## config.mk

```make
export PLATFORM = sky130hd
export DESIGN_NAME = cv32e40x_clmul_seq
export DESIGN_NICKNAME = d
export VERILOG_FILES = /design/src/rtl/cv32e40x_clmul_seq.sv
export SDC_FILE = /design/constraint.sdc
export NUM_CORES = 1
export LEC_CHECK = 0
export ABC_AREA = 1
export CAP_MARGIN = 10
export CORE_MARGIN = 10
export CORE_UTILIZATION = 60
export DETAILED_ROUTE_END_ITERATION = 16
export PLACE_DENSITY = 0.82
export SYNTH_ARGS = -nofsm -noshare
export SYNTH_HDL_FRONTEND = slang
export SYNTH_SLANG_ARGS = --single-unit
```

## constraint.sdc

```tcl
create_clock -name clk -period 1.8 [get_ports clk]
set_input_delay 0.45 -clock clk [delete_from_list [all_inputs] [get_ports clk]]
set_output_delay 0.45 -clock clk [all_outputs]
set_load 0.02 [all_outputs]
```

## src/rtl/cv32e40x_clmul_seq.sv

```systemverilog
// Sequential carry-less multiplier for the Zbc ops (clmul/clmulh/clmulr).
// Consumes BITS_PER_CYCLE bits of operand B per cycle; the latency does not depend on the data.
module cv32e40x_clmul_seq #(
  parameter int unsigned BITS_PER_CYCLE = 4
) (
  input  logic        clk,
  input  logic        rst_n,
  input  logic        valid_i,
  output logic        ready_o,
  input  logic [1:0]  op_i,
  input  logic [31:0] op_a_i,
  input  logic [31:0] op_b_i,
  input  logic        kill_i,
  output logic        valid_o,
  input  logic        ready_i,
  output logic [31:0] result_o
);

  localparam int unsigned NUM_CYC = 32 / BITS_PER_CYCLE;
  localparam int unsigned CNT_W   = (NUM_CYC > 1) ? $clog2(NUM_CYC) : 1;

  if (!(BITS_PER_CYCLE == 1 || BITS_PER_CYCLE == 2 || BITS_PER_CYCLE == 4 ||
        BITS_PER_CYCLE == 8 || BITS_PER_CYCLE == 16 || BITS_PER_CYCLE == 32)) begin : g_bad_bpc
    $error("BITS_PER_CYCLE must be one of 1, 2, 4, 8, 16, 32");
  end

  typedef enum logic [2:0] {
    IDLE = 3'b001,
    BUSY = 3'b010,
    DONE = 3'b100
  } state_e;

  state_e             state_q, state_d;
  logic [62:0]        acc_q, acc_d, acc_step;
  logic [62:0]        a_q, a_d;
  logic [31:0]        b_q, b_d;
  logic [1:0]         op_q, op_d;
  logic [CNT_W-1:0]   cnt_q, cnt_d;
  logic [31:0]        result_q, result_d, res_sel;
  logic               accept;
  logic               last_busy;

  assign accept    = (state_q == IDLE) && valid_i && !kill_i;
  assign last_busy = (state_q == BUSY) && (cnt_q == CNT_W'(NUM_CYC - 1));

  // State register
  always_ff @(posedge clk or negedge rst_n) begin
    if (!rst_n) begin
      state_q <= IDLE;
    end else begin
      state_q <= state_d;
    end
  end

  // Next-state logic; kill overrides every transition
  always_comb begin
    state_d = state_q;
    case (state_q)
      IDLE:    if (valid_i) state_d = BUSY;
      BUSY:    if (last_busy) state_d = DONE;
      DONE:    if (ready_i) state_d = IDLE;
      default: state_d = IDLE;
    endcase
    if (kill_i) begin
      state_d = IDLE;
    end
  end

  // Output logic
  always_comb begin
    ready_o  = (state_q == IDLE);
    valid_o  = (state_q == DONE);
    result_o = result_q;
  end

  // One iteration: fold BITS_PER_CYCLE partial products into the accumulator
  always_comb begin
    acc_step = acc_q;
    for (int unsigned j = 0; j < BITS_PER_CYCLE; j++) begin
      if (b_q[j]) begin
        acc_step = acc_step ^ (a_q << j);
      end
    end
  end

  // The slice is taken from acc_step so the result register loads on the final BUSY edge
  always_comb begin
    case (op_q)
      2'b01:   res_sel = {1'b0, acc_step[62:32]};
      2'b10:   res_sel = acc_step[62:31];
      default: res_sel = acc_step[31:0];
    endcase
  end

  always_comb begin
    acc_d    = acc_q;
    a_d      = a_q;
    b_d      = b_q;
    op_d     = op_q;
    cnt_d    = cnt_q;
    result_d = result_q;
    if (accept) begin
      op_d  = op_i;
      a_d   = {31'd0, op_a_i};
      b_d   = op_b_i;
      acc_d = '0;
      cnt_d = '0;
    end else if (state_q == BUSY && !kill_i) begin
      acc_d = acc_step;
      a_d   = a_q << BITS_PER_CYCLE;
      b_d   = b_q >> BITS_PER_CYCLE;
      cnt_d = cnt_q + CNT_W'(1);
      if (last_busy) begin
        result_d = res_sel;
      end
    end
  end

  always_ff @(posedge clk or negedge rst_n) begin
    if (!rst_n) begin
      acc_q    <= '0;
      a_q      <= '0;
      b_q      <= '0;
      op_q     <= '0;
      cnt_q    <= '0;
      result_q <= '0;
    end else begin
      acc_q    <= acc_d;
      a_q      <= a_d;
      b_q      <= b_d;
      op_q     <= op_d;
      cnt_q    <= cnt_d;
      result_q <= result_d;
    end
  end

  a_onehot_state: assert property (@(posedge clk) disable iff (!rst_n) $onehot(state_q));
  a_result_stable: assert property (@(posedge clk) disable iff (!rst_n)
    (valid_o && !ready_i && !kill_i) |=> $stable(result_o));
  a_cnt_range: assert property (@(posedge clk) disable iff (!rst_n)
    (state_q == BUSY) |-> (cnt_q <= CNT_W'(NUM_CYC - 1)));
  a_valid_ready_excl: assert property (@(posedge clk) disable iff (!rst_n)
    !(valid_o && ready_o));

endmodule

```

==> results.tsv <==
metric	value	unit
status	completed	
highest-count cells in the layout ignoring fill and taps	nand2_1 (724), nand3_1 (330), inv_1 (244), dfrtp_1 (193), o21ai_0 (90)	
RSZ-0062 raised after global routing	yes	
syn_nets	2046	
Post-Layout Cell Count	2360	
layout cells sized above 1	7.50	%
CTS buffer count	17	
Num Clock Sinks	198	
Ant. Diodes	0	
clk buf depth	2	
number of global-route vias before repair	13387	
crit share post-route	97.9	%
Max IR drop VDD	0.685	mV
most common cell after layout, fill and taps aside	nand2_1	
CP Max Fanout	2	
H-tree levels	4	
flops & latches, synth	198	
Die Y	168	µm
Iter 0 DRT Violations	1500	
CTS tree	done	
root buffer cell	clkbuf_16	
P&R area growth vs syn	18.7	%
RePlAce Congestion	0.890	
fill count	1683	
initial antenna violation count	1	
Worst setup EP type	output pin	
Worst-Margin Slew	471	ps
post-synthesis cell type count	33	
Initial Utilization	60.5	%
WL final	39700	µm
worst skew pair latency	450	ps
Final Hold Vio Count	0	
via count	13657	
die area	28200	µm²
Max Cap Viol	0	
DP HPWL	26900	µm
Avg Inst Size Synth	6.66	µm²
power per cell area	921	nW/µm²
first-pass iteration count of the detailed router	6	
CORE AREA	21700	µm²
Final Max Slew Viols	0	
Final setup viols	0	
cell area after synthesis	13100	µm²
nets	2142	
WP data required	1350	ps
Seq/Total Area, Yosys	37.7	%
CP Launch Type	flip-flop	
DRC viols	0	
Worst EP arrival	1310	ps
largest net degree at the start of global routing	49	
Worst-path clk slew	80	ps
relative slew slack	68.6	%
power after layout	14400	µW
Finished Core Util	71.8	%
GRT overflow	0	
Total Routing Usage GR	27.2	%
Cells after Synth	1971	
minimum clock period	1760	ps
detail-routed via count per cell	5.79	
drt wl/cell	16.8	µm
IO buf count	104	
HP Class	flip-flop to flip-flop	
Inst Count DP	2318	
number of core rows	54	
CP Class	flip-flop to output pin	
Die W	168	µm
Syn. warnings	0	
Lkg Pwr	0.00815	µW
Final Skew	13.7	ps
Antenna Violating Nets Remaining	0	
I/O pin count	105	
Max Clock Freq	568	MHz
wire length of the first global-routing pass	64500	µm
cells by family (layout without fill, tap and decap cells):
group	Yosys count	after routing	synth area share, %
buffers and inverters	345	454	11.3
and+or+nand+nor	1183	1183	38.3
AOI/OAI and AO/OA	176	176	7.88
adders and majority gates	4	4	0.381
DFF	198	198	37.7
xor gates and xnor gates	65	65	4.34
layout make-up:
type / count / area, µm² / share of cell area (%)
Clock buffer: 17 / 425 / 2.73
Clock inverter: 15 / 201 / 1.29
Timing Repair Buffer: 174 / 1990 / 12.7
Sequential cell: 198 / 4960 / 31.9
Inverter: 248 / 932 / 5.98
Multi-Input combinational cell: 1428 / 6720 / 43.1
Tap cell: 280 / 350 / 2.25
sequential cells by signal, indices dropped and copies added, names as in the netlist:
name / flops
result_o: 32
op_q: 2
state_q: 3
acc_q: 63
a_q: 63
b_q: 32
cnt_q: 3
metal layers:
metal / global-route usage [%] / wire length, µm / vias up
met2: 44.8 / 18500 / 668
met1: 33.4 / 15900 / 6403
met4: 13.4 / 1740 / 0
li1: - / - / 6462
met5: 0 / 0 / -
met3: 5.33 / 3600 / 124
stage by stage:
stage | cell area, µm² | setup TNS [ps] | setup WS [ps] | hold slack [ps]
floorplan | 13100 | 0 | 209 | 154
global placement | 14800 | -15760 | -146 | 434
detailed placement | 14800 | -21780 | -229 | 433
CTS | 15400 | 0 | 13.9 | 495
global route | 15600 | -46.1 | -23.2 | 529
finish | 15600 | 0 | 38.0 | 494
cells in the mapped netlist:
master / instances / area share [%]
ha_1: 4 / 0.38
dfstp_2: 1 / 0.20
inv_1: 244 / 7.0
o21ai_0: 90 / 3.4
clkbuf_1: 19 / 0.54
o211ai_1: 9 / 0.51
nor2_2: 1 / 0.048
xnor2_1: 60 / 4.0
a22oi_1: 24 / 1.4
a22o_1: 6 / 0.40
clkbuf_2: 2 / 0.076
or2_2: 28 / 1.3
nand4_1: 1 / 0.048
a21oi_1: 5 / 0.19
nand3_4: 1 / 0.13
xor2_1: 5 / 0.33
nand2_1: 726 / 21
inv_2: 4 / 0.11
or2_1: 1 / 0.048
nand2_2: 1 / 0.048
nor4_1: 2 / 0.095
nand3b_1: 14 / 0.80
dfrtp_1: 197 / 38
nor2_4: 2 / 0.17
nand3_1: 335 / 13
o22ai_1: 27 / 1.3
buf_6: 6 / 0.51
a31oi_1: 12 / 0.57
nor2_1: 70 / 2.0
buf_4: 23 / 1.3
nand2_4: 1 / 0.086
o21ai_1: 3 / 0.11
buf_2: 47 / 1.8
repair_timing:
action / 4_1_cts / 5_1_grt
hold buffers: 1 / 0
endpoints found under the setup margin: 34 / 33
hold endpoints to repair: 40 / 0
cloned: 0 / 3
pin swaps: 0 / 4
setup buffers: 0 / 6
resized for setup: 41 / 11
final timing paths:
kind	from	to	slack [ps]	depth (start not counted)
worst max-delay path	state_q[0]	ready_o	40	3
worst min register to register	b_q[28]	b_q[28]	490	2
worst min-delay path	b_q[28]	b_q[28]	490	2
min in group asynchronous	rst_n	acc_q[18]	510	2
worst max register to register	b_q[2]	result_o[14]	50	9
max in group asynchronous	rst_n	b_q[3]	630	3
where the power goes:
group | total, µW | internal [µW] | switching, µW
combinational | 4760 | 1740 | 3020
sequential | 5440 | 4900 | 540
clock | 4150 | 2150 | 2010
critical path, stage by stage (launching register included):
cell	delay, ps
dfstp_2	550
nand2_2	70
nor2_4	120
buf_6	130
No activity file was read; power rests on OpenSTA's default activity.
